==> src/rtl/pc_gen.sv <==
// ---------------------------------------------------------------------------
// pc_gen -- parametrised program-counter generator for the fetch stage.
//
// Produces the instruction fetch address and handles sequential stepping,
// fetch stall, trap redirect (saving the faulting PC in epc), call/return
// through a circular return-address stack, and misaligned jump targets.
//
// Ports
//   clk           in   rising-edge clock
//   reset         in   asynchronous active-low reset
//   stall         in   hold PC, RAS and epc this cycle (trap still wins)
//   j_signal      in   take jump/branch to 'jump'
//   jump          in   jump/branch target [XLEN]
//   link          in   qualifies j_signal as a call (push return address)
//   ret_req       in   return: next PC popped from the RAS
//   trap_req      in   external trap request
//   out           out  current PC / fetch address [XLEN]
//   pc_next_seq   out  combinational out + STEP [XLEN]
//   epc           out  PC saved at the last trap [XLEN]
//   ras_count     out  number of valid RAS entries
//   misalign_err  out  one-cycle pulse after a misaligned jump target
//   ras_underflow out  one-cycle pulse after a return with an empty RAS
// ---------------------------------------------------------------------------
module pc_gen #(
    parameter int unsigned     XLEN         = 32,
    parameter logic [XLEN-1:0] RESET_VECTOR = '0,
    parameter logic [XLEN-1:0] TRAP_VECTOR  = XLEN'('h100),
    parameter int unsigned     STEP         = 4,
    parameter int unsigned     RAS_DEPTH    = 4
) (
    input  logic                         clk,
    input  logic                         reset,
    input  logic                         stall,
    input  logic                         j_signal,
    input  logic [XLEN-1:0]              jump,
    input  logic                         link,
    input  logic                         ret_req,
    input  logic                         trap_req,
    output logic [XLEN-1:0]              out,
    output logic [XLEN-1:0]              pc_next_seq,
    output logic [XLEN-1:0]              epc,
    output logic [$clog2(RAS_DEPTH):0]   ras_count,
    output logic                         misalign_err,
    output logic                         ras_underflow
);

    localparam int unsigned     ALIGN_W = $clog2(STEP);
    localparam int unsigned     PTR_W   = $clog2(RAS_DEPTH);
    localparam int unsigned     CNT_W   = PTR_W + 1;
    localparam logic [XLEN-1:0] STEP_V  = XLEN'(STEP);
    localparam logic [CNT_W-1:0] FULL_V = CNT_W'(RAS_DEPTH);

    // One action per edge, chosen in strict priority order.
    typedef enum logic [2:0] {
        ACT_SEQ,
        ACT_TRAP,
        ACT_HOLD,
        ACT_POP,
        ACT_UNDERFLOW,
        ACT_MISALIGN,
        ACT_JUMP
    } act_t;

    logic [XLEN-1:0]  r_pc;
    logic [XLEN-1:0]  r_epc;
    logic [XLEN-1:0]  r_ras [RAS_DEPTH];
    logic [PTR_W-1:0] r_wp;
    logic [CNT_W-1:0] r_count;
    logic             r_misalign;
    logic             r_underflow;

    logic [XLEN-1:0]  w_pc_seq;
    logic [PTR_W-1:0] w_wp_dec;
    logic             w_misaligned;
    act_t             w_act;

    assign w_pc_seq     = r_pc + STEP_V;
    assign w_wp_dec     = r_wp - PTR_W'(1);
    assign w_misaligned = |jump[ALIGN_W-1:0];

    always_comb begin
        w_act = ACT_SEQ;
        if (trap_req) begin
            w_act = ACT_TRAP;
        end else if (stall) begin
            w_act = ACT_HOLD;
        end else if (ret_req) begin
            // A simultaneous jump is dropped: no push and pop in one cycle.
            w_act = (r_count != '0) ? ACT_POP : ACT_UNDERFLOW;
        end else if (j_signal) begin
            w_act = w_misaligned ? ACT_MISALIGN : ACT_JUMP;
        end
    end

    always_ff @(posedge clk or negedge reset) begin
        if (!reset) begin
            r_pc        <= RESET_VECTOR;
            r_epc       <= '0;
            r_wp        <= '0;
            r_count     <= '0;
            r_misalign  <= 1'b0;
            r_underflow <= 1'b0;
            for (int unsigned i = 0; i < RAS_DEPTH; i++) begin
                r_ras[i] <= '0;
            end
        end else begin
            // Pulses default low every edge, including stalled ones.
            r_misalign  <= 1'b0;
            r_underflow <= 1'b0;
            case (w_act)
                ACT_TRAP: begin
                    r_pc  <= TRAP_VECTOR;
                    r_epc <= r_pc;
                end
                ACT_HOLD: begin
                end
                ACT_POP: begin
                    r_pc    <= r_ras[w_wp_dec];
                    r_wp    <= w_wp_dec;
                    r_count <= r_count - CNT_W'(1);
                end
                ACT_UNDERFLOW: begin
                    r_pc        <= w_pc_seq;
                    r_underflow <= 1'b1;
                end
                ACT_MISALIGN: begin
                    r_pc       <= TRAP_VECTOR;
                    r_epc      <= r_pc;
                    r_misalign <= 1'b1;
                end
                ACT_JUMP: begin
                    r_pc <= jump;
                    if (link) begin
                        // Circular push: a full stack overwrites its oldest entry.
                        r_ras[r_wp] <= w_pc_seq;
                        r_wp        <= r_wp + PTR_W'(1);
                        if (r_count != FULL_V) begin
                            r_count <= r_count + CNT_W'(1);
                        end
                    end
                end
                default: begin
                    r_pc <= w_pc_seq;
                end
            endcase
        end
    end

    assign out           = r_pc;
    assign pc_next_seq   = w_pc_seq;
    assign epc           = r_epc;
    assign ras_count     = r_count;
    assign misalign_err  = r_misalign;
    assign ras_underflow = r_underflow;

endmodule

==> config.mk <==
export PLATFORM = sky130hd
export DESIGN_NAME = pc_gen
export DESIGN_NICKNAME = d
export VERILOG_FILES = /design/src/rtl/pc_gen.sv
export SDC_FILE = /design/constraint.sdc
export NUM_CORES = 1
export LEC_CHECK = 0
export ABC_AREA = 1
export CORE_MARGIN = 1
export CORE_UTILIZATION = 39
export CTS_BUF_LIST = sky130_fd_sc_hd__clkbuf_4 sky130_fd_sc_hd__clkbuf_8
export DETAILED_ROUTE_END_ITERATION = 7
export GPL_TIMING_DRIVEN = 0
export HOLD_SLACK_MARGIN = 0.03
export SETUP_SLACK_MARGIN = 0.15
export SYNTH_ARGS = -nofsm -noshare
export SYNTH_HDL_FRONTEND = slang
export SYNTH_SLANG_ARGS = --single-unit
==> constraint.sdc <==
create_clock -name clk -period 2.5 [get_ports clk]
set_clock_uncertainty 0.2 [all_clocks]
set_input_delay 0.5 -clock clk [delete_from_list [all_inputs] [get_ports clk]]
set_output_delay 0.5 -clock clk [all_outputs]
set_load 0.02 [all_outputs]
# ---- Yosys cells after proc, flatten, opt, wreduce, memory -nomap -nowiden
# Cells that the tools add are included.
dict set report word_totals {
  register_bits 199
  inputBits 39
  output_inout_bits 101
  word_cells 57
}
dict set report op_classes {
  add_sub_neg 5
  n_reduce_logical 8
  muxes 20
  order_cmp 3
  n_bitwise 2
  n_eq_ne 9
}
# op n
set op_table {}
lappend op_table {{$bwmux W128} 1}
lappend op_table {{$pmux W32 S4} 1}
lappend op_table {{$mux W32} 3}
lappend op_table {{$bmux W32 S2} 1}
lappend op_table {{$demux W32 S2} 1}
lappend op_table {{$add A32 B3 Y32 const B} 1}
lappend op_table {{$mux W3} 7}
lappend op_table {{$eq A3 B3 Y1 const B} 3}
lappend op_table {{$eq A3 B2 Y1 const B} 2}
lappend op_table {{$ge A3 B3 Y1 const B} 2}
lappend op_table {{$not A2 Y3} 2}
lappend op_table {{$pmux W3 S2} 1}
lappend op_table {{$mux W2} 2}
lappend op_table {{$ne A2 B2 Y1 const B} 2}
lappend op_table {{$pmux W2 S2} 1}
lappend op_table {{$reduce_and A2 Y1} 2}
lappend op_table {{$reduce_or A2 Y1} 2}
lappend op_table {{$add A3 B1 Y3 const B} 1}
lappend op_table {{$eq A3 B1 Y1 const B} 1}
lappend op_table {{$lt A3 B1 Y1 const B} 1}
lappend op_table {{$ne A3 B3 Y1 const B} 1}
lappend op_table {{$reduce_and A3 Y1} 1}
lappend op_table {{$reduce_bool A3 Y1} 1}
lappend op_table {{$sub A3 B1 Y3 const B} 1}
lappend op_table {{5 further kinds} 6}

# ---- Longest topological paths before layout
# Gate-level depths: netlist of run 1.
dict set report logic_depth {
  depth_word 9
  ltp_mapped 14
  ltp_nobuf 12
}

# ---- Worst setup path after synthesis of run 1
# OpenSTA, ideal clock, no wires.
dict set report synth_timing {
  path_kind {register -> output}
  start {register r_pc[2] (netlist: out[2])}
  end {output port pc_next_seq[16]}
  required_ns 1.800
  slack_ns -0.070
  arrival_time_ns 1.870
  path_buffers 0
  path_stages_with_launch 6
  cell_sequence {dfrtp_1 -> ha_1 -> nand3_1 -> nor2_1 -> nand3_1 -> xor2_1}
}
dict set report synth_between {
  elab_chain_len 1
}
# item line_no
set synth_rtl {}
lappend synth_rtl {{start, declared} 64} ;# logic [XLEN-1:0] r_pc;
lappend synth_rtl {{start signal, assigned} 118} ;# r_pc <= r_ras[w_wp_dec];
lappend synth_rtl {{start signal, assigned} 123} ;# r_pc <= w_pc_seq;
lappend synth_rtl {{start signal, assigned} 132} ;# r_pc <= jump;
lappend synth_rtl {{$add A32 B3 Y32} 77} ;# assign w_pc_seq = r_pc + STEP_V;
lappend synth_rtl {{end, declared} 40} ;# output logic [XLEN-1:0] pc_next_seq,
# No other way between the ends.

# ---- Final worst setup path of run 1
dict set report layout_timing {
  start {register r_pc[2] (netlist: out[2])}
  end {output port pc_next_seq[8]}
}
# The elaborated chain is that of the path after synthesis.

==> results.toml, run 1 <==
[clock_network]
insertion_delay_ps = 490
cts_tree = "yes"
cts_root_buf = "clkbuf_8"
htreeDepth = 4
clock_sinks = 199
clk_path_buf_depth = 2
numCtsBuffers = 17
clkTransAtPathRegs_ps = 110

[worst_hold_path]
hold_class = "reg -> reg"
hp-start = "r_ras[80]$_DFFE_PN0P_"

[cells_and_area]
fin_nets = 1608
regArea_um2 = 5015
diodes = 0
multiInputGateArea_um2 = 5072
fin_area_um2 = 14160
nFillCells = 2264
drive_above_1_share_pct = 26.22
stdcell_count = 1899
fin_util_pct = 57.71
area_delta_synth_final_pct = 43.68

[routing]
viasPerCell = 5.343
drtIter0Drc = 966
drtPass1Iterations = 7
wl_per_cell_um = 20.69
routed_wirelength_um = 39290
antenna_left = 0
vias = 10150
drc = 0

[floorplan]
die_x_um = 161.0
rows = 57
die_area_um2 = 25900
die_h_um = 161.0
ios = 140
coreArea_um2 = 24530
start_util_pct = 40.16

[timing]
worst_slack_ps = -277.9
min_period_ps = 2778
maxSlewHeadroom_pct = 50.23
tightest_slew_ps = 746.6
period_share_pct = 111.1
max_freq_ghz = 0.3600
setup_viol = 25
finalMaxSlewViolations = 0
rsz0062_at_grt = "yes"
hold_viol_final = 0

[synth]
avgSynthCellArea_um2 = 7.609
synth_edf_count = 0
yosys_register_bits = 199
yosys.cell_types.count = 31
synth_top_area_share_pct = 50.54
yosysWarnings = 0
ys_async_sr_fraction_pct = 100.0
synth_fp_nets = 1340
synthCells = 1295
ys.flop_type = "dfrtp_1"
synth_top_area_cell = "dfrtp_1"
synth_commonest_cells = "nand2_1, dfrtp_1, o21ai_0, nor2_1, inv_1"
netlist_area_um2 = 9853
synthTopCellsByArea = "dfrtp_1, nand2_1, o21ai_0"
yosysMostFrequentCell = "nand2_1"
ys_seq_area_share_pct = 50.54

[placement]
placedInstanceArea_um2 = 11700
io_buffers = 139
gp_congestion = 0.9769
dpl.cell_count = 1759
dp_slack_ps = -876.9
place_hpwl_um = 26700

[power_and_ir_drop]
power_uw = 15070
power_density_nw_per_um2 = 1065
pwr-share-clk_pct = 14.5
p_leak_uw = 0.006607
power_frac_comb_pct = 53.3
p_switching_uw = 6640
p_sw_share_pct = 44.06
vdd_drop_max_v = 0.0006077
pwr-share-seq_pct = 32.2
internal-power_uw = 8431

[run_status]
status = "finished with violations"
violations = "setup timing"

[grt]
grt_max_degree = 111
groute.usage.overall_pct = 30.10
grt_pass1_vias = 9556
antenna_found_initial = 0
grt_pass1_wl_um = 57960
grt_overflow = 0

[critical_path]
startpoint = "out[2]$_DFFE_PN0P_"
slowest_stage = "dfrtp_2"
crit_type = "reg -> out"
start_kind = "flip-flop"
worstPathArrival_ps = 2080
worstPathMaxFanout = 6
regToRegStartpoint = "out[14]$_DFFE_PN0P_"
cp_slowest_stage_delay_ps = 470
critPathCaptureType = "output pin"
crit_required_ps = 1800
cp_cell_sequence = "ha_4 > nand3_4 > nor2_4 > buf_12 > xor2_4 > inv_2 > buf_6"

[run]
maxCapViolations = 0
## worst max-delay path: cells and delay by family, from the launching register on
family / cells / cell delay, ps
buffers and inverters: 3 / 330
DFF: 1 / 470
adders and majority gates: 1 / 190
and+or+nand+nor: 2 / 290
xor gates and xnor gates: 1 / 300
## layer usage
metal,global-route usage [%],part of all wire (%),vias up
met3,4.442,7.6,71
met2,47.55,47,463
met4,11.49,3.1,0
met1,41.80,42,4968
met5,0,0,-
li1,-,-,4644
## per-stage QoR
| stage | hold slack [ps] | setup TNS [ps] |
|---|---|---|
| 2_1_floorplan | 4.409 | 0 |
| 3_3_place_gp | 257.5 | -1624710 |
| 3_5_place_dp | 260.3 | -75580 |
| 4_1_cts | 288.0 | -2478 |
| 5_1_grt | 301.3 | -5387 |
| 6_report | 286.8 | -3941 |
## worst paths after layout
check / slack [ps] / depth (start not counted) / endpoint
hold / removal: 290 / 2 / r_ras[80]$_DFFE_PN0P_
setup reg to reg: 220 / 15 / out[27]$_DFFE_PN0P_
setup / recovery: -280 / 7 / pc_next_seq[8]
hold reg to reg: 290 / 2 / r_ras[80]$_DFFE_PN0P_
max in group asynchronous: 660 / 3 / out[29]$_DFFE_PN0P_
min in group asynchronous: 410 / 2 / r_ras[39]$_DFFE_PN0P_
## logic make-up (layout without fill, tap and decap cells)
kind of cell             Yosys count  count (layout)  synth area share (%)
XOR/XNOR                          16              16                 1.422
multiplexers                       5               5                0.5714
buffers and inverters            162             442                 6.667
adder cells (fa/ha/maj)            6               6                0.8381
AO/OA/AOI/OAI                    254             254                 13.61
flip-flops                       199             199                 50.54
AND/OR/NAND/NOR                  653             653                 26.35
## layout by cell type (no fill, tap or decap), types with 5 or more instances in the layout
cell type,count
nand2_1,431
dfrtp_1,171
o21ai_0,150
buf_4,89
clkdlybuf4s50_1,85
inv_1,81
nor2_1,59
buf_6,48
nand3_1,43
o21ai_1,39
nand2_2,36
dfrtp_2,28
a21oi_1,27
nor2_4,25
nand2_4,24
buf_2,22
clkbuf_8,19
nor2_2,17
dlygate4sd2_1,17
o22ai_1,15
xor2_4,13
clkbuf_2,12
inv_2,11
nand3_2,11
clkbuf_1,10
o21ai_2,10
clkbuf_4,7
inv_6,7
buf_12,6
a22oi_1,6
dlymetal6s2s_1,6
mux2_1,5
## registers in the layout (all words and copies together) (netlist names)
name / cells
epc: 32
misalign_err: 1
out: 32
r_ras: 128
r_wp: 2
ras_count: 3
ras_underflow: 1
## power groups by stage
| stage | combinational, uW | sequential, uW | clock [uW] |
|---|---|---|---|
| floorplan | 3050 | 5140 | 0 |
| global placement | 5970 | 4950 | 0 |
| detailed placement | 6010 | 4950 | 0 |
| CTS | 7320 | 4820 | 2190 |
| global route | 8590 | 4940 | 2320 |
| finish | 8040 | 4850 | 2180 |
## final cells by class
type                    count  area share [%]
flip-flops and latches    199           35.42
inverters                  97           2.687
plain buffers              65           3.403
multi-input cells         934           35.83
well taps                 324           2.863
repair buffers            249           16.97
clock inverters            11          0.9722
clock buffers              20           1.856
## what timing repair did
action | 4_1_cts | 5_1_grt
setup endpoints to repair | 137 | 220
setup buffers | 76 | 31
hold endpoints to repair | 89 | 0
cloned | 0 | 1
hold buffers | 1 | 0
pin swaps | 43 | 50
gates resized for setup | 391 | 146
Power figures use the tool's default switching activity.
==> run 2, diff against run 1 <==
- GPL_TIMING_DRIVEN: 0 -> not set
- clock period: 2.5 -> 3.5 ns (I/O delays scaled with it)
==> run 2 against run 1 <==
  * The flow now finishes without violations
  * Global-route usage fell by 5.5 points
  * Core utilization fell by 7.8 points
  * Cell area fell by 13%
  * Critical path depth fell by 3
  * Highest routed layer unchanged
  * First-iteration DRC count fell by 6.5%
  * Routed wire length fell by 21%
  * Worst setup slack improved by 400 ps
  * Combinational power fell by 47%
==> results.toml, run 2 (synthesis gave the netlist of run 1 again) <==
[run_status]
status = "finished clean"

[routing]
routed_wirelength_um = 31140
drc = 0
wl_per_cell_um = 17.55
antenna_left = 0
vias = 9077
drtPass1Iterations = 6
drtIter0Drc = 903
viasPerCell = 5.114

[placement]
place_hpwl_um = 21990
gp_congestion = 1.016
io_buffers = 139

[clock_network]
cts_tree = "yes"
clock_sinks = 199
cts_root_buf = "clkbuf_8"
clk_path_buf_depth = 2
ctsHoldBuffers = 0
clkTransAtPathRegs_ps = 120
htreeDepth = 4
numCtsBuffers = 17
insertion_delay_ps = 490

[critical_path]
cp_num_buf_inv = 1
crit_type = "reg -> out"
slowest_stage = "clkdlybuf4s50_1"
crit_required_ps = 2600
cp_cell_sequence = "nand2_1 > nor2_4 > xor2_1 > clkdlybuf4s50_1"
critPathCaptureType = "output pin"
worstPathArrival_ps = 2480
cp_slowest_stage_delay_ps = 710
cp_top_family = "buffers and inverters"
worstPathMaxFanout = 6
start_kind = "flip-flop"

[cells_and_area]
multiInputGateArea_um2 = 4268
final_cell_mix = "nand2_1, dfrtp_1, o21ai_0"
largest_reg_flops = 128
drive_above_1_share_pct = 8.959
regArea_um2 = 4987
diodes = 0
final_common_cell = "nand2_1"
nFillCells = 2400
fin_nets = 1483
top_register = "r_ras"
area_delta_synth_final_pct = 24.37

[timing]
max_freq_ghz = 0.2960
rsz0062_at_grt = "yes"
tightest_slew_ps = 956.1
tns_ps = 0
hold_ws_ps = 24.96
setup_viol = 0
maxSlewHeadroom_pct = 36.03
hold_viol_final = 0
period_share_pct = 96.54
finalMaxSlewViolations = 0
min_period_ps = 3379

[grt]
grt_overflow = 0
grt_max_degree = 92
groute.usage.overall_pct = 24.64
grt_pass1_wl_um = 48750
antenna_found_initial = 0
grt_pass1_vias = 8252

[power_and_ir_drop]
power_density_nw_per_um2 = 758.7
p_leak_uw = 0.005734
vdd_drop_max_v = 0.0004987

[floorplan]
die_area_um2 = 25900
die_x_um = 161.0
rows = 57
start_util_pct = 40.16
die_h_um = 161.0
coreArea_um2 = 24530
ios = 140

[worst_hold_path]
hold_class = "in -> async"

[run]
maxCapViolations = 0
[run 2: path summary, 6_finish.rpt]
| check | slack (ps) | from | endpoint | cells past startpoint |
|---|---|---|---|---|
| setup / recovery | 120 | out[4]$_DFFE_PN0P_ | pc_next_seq[5] | 4 |
| min in group clk | 290 | r_ras[48]$_DFFE_PN0P_ | r_ras[48]$_DFFE_PN0P_ | 2 |
| hold reg to reg | 290 | r_ras[48]$_DFFE_PN0P_ | r_ras[48]$_DFFE_PN0P_ | 2 |
| max in group asynchronous | 2120 | reset | r_ras[59]$_DFFE_PN0P_ | 2 |
| setup reg to reg | 890 | r_wp[1]$_DFFE_PN0P_ | out[13]$_DFFE_PN0P_ | 10 |
| hold / removal | 20 | reset | r_ras[33]$_DFFE_PN0P_ | 1 |
[run 2: layout make-up]
| cell class | count | area share [%] |
|---|---|---|
| flip-flops and latches | 199 | 40.70 |
| inverters | 97 | 2.971 |
| well taps | 324 | 3.308 |
| repair buffers | 189 | 14.72 |
| clock inverters | 14 | 1.450 |
| clock buffers | 18 | 2.022 |
| multi-input cells | 934 | 34.83 |
[run 2: power breakdown]
part	switching (uW)	total (uW)	internal, uW
clock network	943	1570	631
registers	483	3440	2950
logic	2710	4290	1580
total	4130	9300	5160
[run 2: stage by stage]
step	power, uW	utilization, %	instance area [um^2]	cells	setup slack (ps)
after global placement	7702	47.87	11750	1737	353.5
after floorplan	5835	-	9853	1295	729.5
final	9297	49.95	12250	1775	121.2
after global routing	9925	49.95	12250	1775	24.57
after CTS	9301	49.72	12200	1772	122.5
after detailed placement	7739	47.87	11750	1737	307.7
[run 2: worst register-to-register path, delay by kind of cell, from the launching register on]
family,cells,cell delay [ps]
buffers and inverters,4,1030
AND/OR/NAND/NOR,3,310
AO/OA/AOI/OAI,2,310
flip-flops,1,400
adder cells (fa/ha/maj),1,290
[run 2: repair_timing]
action / 4_1_cts / 5_1_grt
pin swaps: 2 / 2
buffers inserted: 3 / 3
gates resized for setup: 33 / 12
setup endpoints to repair: 25 / 9
[run 2: per-layer routing]
layer	share of wire, %	vias to the layer above	track usage [%]	wire, um
met5	0	-	0	0
met4	2.4	0	7.976	754
met3	6.3	44	4.003	1970
met2	44	332	36.38	13700
met1	47	4289	36.62	14720
li1	-	4412	-	-
==> run 3, diff against run 2 <==
==> constraint.sdc (replaced) <==
create_clock -name clk -period 3.5 [get_ports clk]
set_clock_uncertainty 0.2 [all_clocks]
set_input_delay 0.525 -clock clk [delete_from_list [all_inputs] [get_ports clk]]
set_output_delay 0.525 -clock clk [all_outputs]
set_load 0.02 [all_outputs]
==> run 3 against run 2 <==
  * Critical endpoint is now pc_next_seq[20]
  * Sequential share of layout area is 0.47 points higher
  * Maximum frequency is 2.9% higher
  * Sequential power hardly changed
  * Flip-flop and latch count stayed put
  * Non-clock buffer count is 18 lower
  * Highest routed layer unchanged
  * Cell area is 0.97% lower
==> results.toml, run 3 (synthesis gave the netlist of run 1 again) <==
[run_status]
status = "finished clean"

[timing]
hold_ws_ps = 285.7
rsz0062_at_grt = "yes"
max_freq_ghz = 0.3045
min_period_ps = 3285
hold_viol_final = 0
worst_slack_ps = 215.5
setup_viol = 0
tns_ps = 0
maxSlewHeadroom_pct = 45.38
period_share_pct = 93.84
finalMaxSlewViolations = 0
tightest_slew_ps = 817.3

[clock_network]
clkTransAtPathRegs_ps = 110
cts_root_buf = "clkbuf_8"
htreeDepth = 4
cts_setup_buffers = 0
cts_tree = "yes"
numCtsBuffers = 17
clk_path_buf_depth = 2
insertion_delay_ps = 470
clock_sinks = 199

[placement]
io_buffers = 139
dp_slack_ps = 515.5
dpl.cell_count = 1724
gp_congestion = 0.9936
place_hpwl_um = 22120

[critical_path]
crit_top_cell = "nand2_1"
worstPathMaxFanout = 5
start_kind = "flip-flop"
crit_type = "reg -> out"
cp_slowest_stage_delay_ps = 660
slowest_stage = "clkdlybuf4s50_1"
worstPathArrival_ps = 2560
critPathCaptureType = "output pin"
crit_required_ps = 2770
cp_num_buf_inv = 1
cp_cell_sequence = "nand2_1 > nor2_1 > nand2_1 > nor2_1 > nand3_1 > nand2_1 > clkdlybuf4s50_1"
cp_top_family = "simple AND/OR/NAND/NOR gates"

[cells_and_area]
stdcell_count = 1757
top_register = "r_ras"
final_cell_mix = "nand2_1, dfrtp_1, o21ai_0"
area_delta_synth_final_pct = 23.16
diodes = 0
final_common_cell = "nand2_1"
fin_nets = 1465
drive_above_1_share_pct = 7.955
largest_reg_flops = 128
fin_util_pct = 49.46

[grt]
grt_pass1_wl_um = 49080
antenna_found_initial = 0
groute.usage.overall_pct = 24.89
grt_pass1_vias = 8361
grt_overflow = 0
grt_max_degree = 78

[routing]
drtIter0Drc = 782
antenna_left = 0
vias = 8961
routed_wirelength_um = 31190
viasPerCell = 5.100
wl_per_cell_um = 17.75
drtPass1Iterations = 5
drc = 0

[power_and_ir_drop]
p_sw_share_pct = 44.33
pwr-share-clk_pct = 16.3
pwr-share-seq_pct = 37.5
vdd_drop_max_v = 0.0004415
power_frac_comb_pct = 46.2
p_leak_uw = 0.005657
internal-power_uw = 5150
power_density_nw_per_um2 = 762.2
p_switching_uw = 4100

[floorplan]
die_x_um = 161.0
rows = 57
start_util_pct = 40.16
die_area_um2 = 25900
coreArea_um2 = 24530
ios = 140
die_h_um = 161.0

[run]
maxCapViolations = 0

[worst_hold_path]
hold_class = "reg -> reg"
==> run 3: worst paths after layout <==
check                                         start                endpoint  slack (ps)  cells past startpoint
max in group asynchronous                     reset  r_ras[119]$_DFFE_PN0P_        1820                      3
hold reg to reg               r_ras[68]$_DFFE_PN0P_   r_ras[68]$_DFFE_PN0P_         290                      2
setup reg to reg           ras_count[1]$_DFFE_PN0P_    r_ras[4]$_DFFE_PN0P_        1100                     12
setup / recovery                out[11]$_DFFE_PN0P_         pc_next_seq[20]         220                      7
hold / removal                r_ras[68]$_DFFE_PN0P_   r_ras[68]$_DFFE_PN0P_         290                      2
min in group asynchronous                     reset   r_ras[63]$_DFFE_PN0P_         390                      2
==> run 3: worst register-to-register path: cells and delay by family (launching register included) <==
kind | cells | cell delay [ps]
and+or+nand+nor | 9 | 1220
DFF | 1 | 420
buffers and inverters | 3 | 520
==> run 3: routing by layer <==
layer / global-route usage [%] / vias to the layer above / wire [um]
li1: - / 4372 / -
met4: 8.276 / 0 / 770
met2: 37.74 / 297 / 13880
met5: 0 / - / 0
met3: 3.642 / 39 / 1779
met1: 36.35 / 4253 / 14760
==> run 3: through the flow <==
step	power, uW	instance area [um^2]
6_report	9250	12140
5_1_grt	9893	12140
4_1_cts	9271	12090
3_5_place_dp	7754	11670
3_3_place_gp	7718	11670
2_1_floorplan	5835	9853
==> run 3: power by group through the flow <==
stage	logic, uW	clock network, uW	registers (uW)
floorplan	2170	0	3670
global placement	4250	0	3470
detailed placement	4260	0	3490
CTS	4280	1540	3450
global route	4710	1630	3550
finish	4270	1510	3470
==> run 3: final cells by class <==
cell class                 count  area (um^2)
sequential                   199         4996
inverter                      97        364.1
clock buffer                  20        262.8
multi-input combinational    934         4242
clock inverter                12        133.9
tap                          324        405.4
fill                        2477        12400
timing repair buffer         171         1732
==> run 3: what timing repair did <==
item                       CTS  global route
pin swaps                    0             0
gates resized for setup      6            24
hold endpoints to repair    74             0
hold buffers                 1             0
setup endpoints to repair    9            19
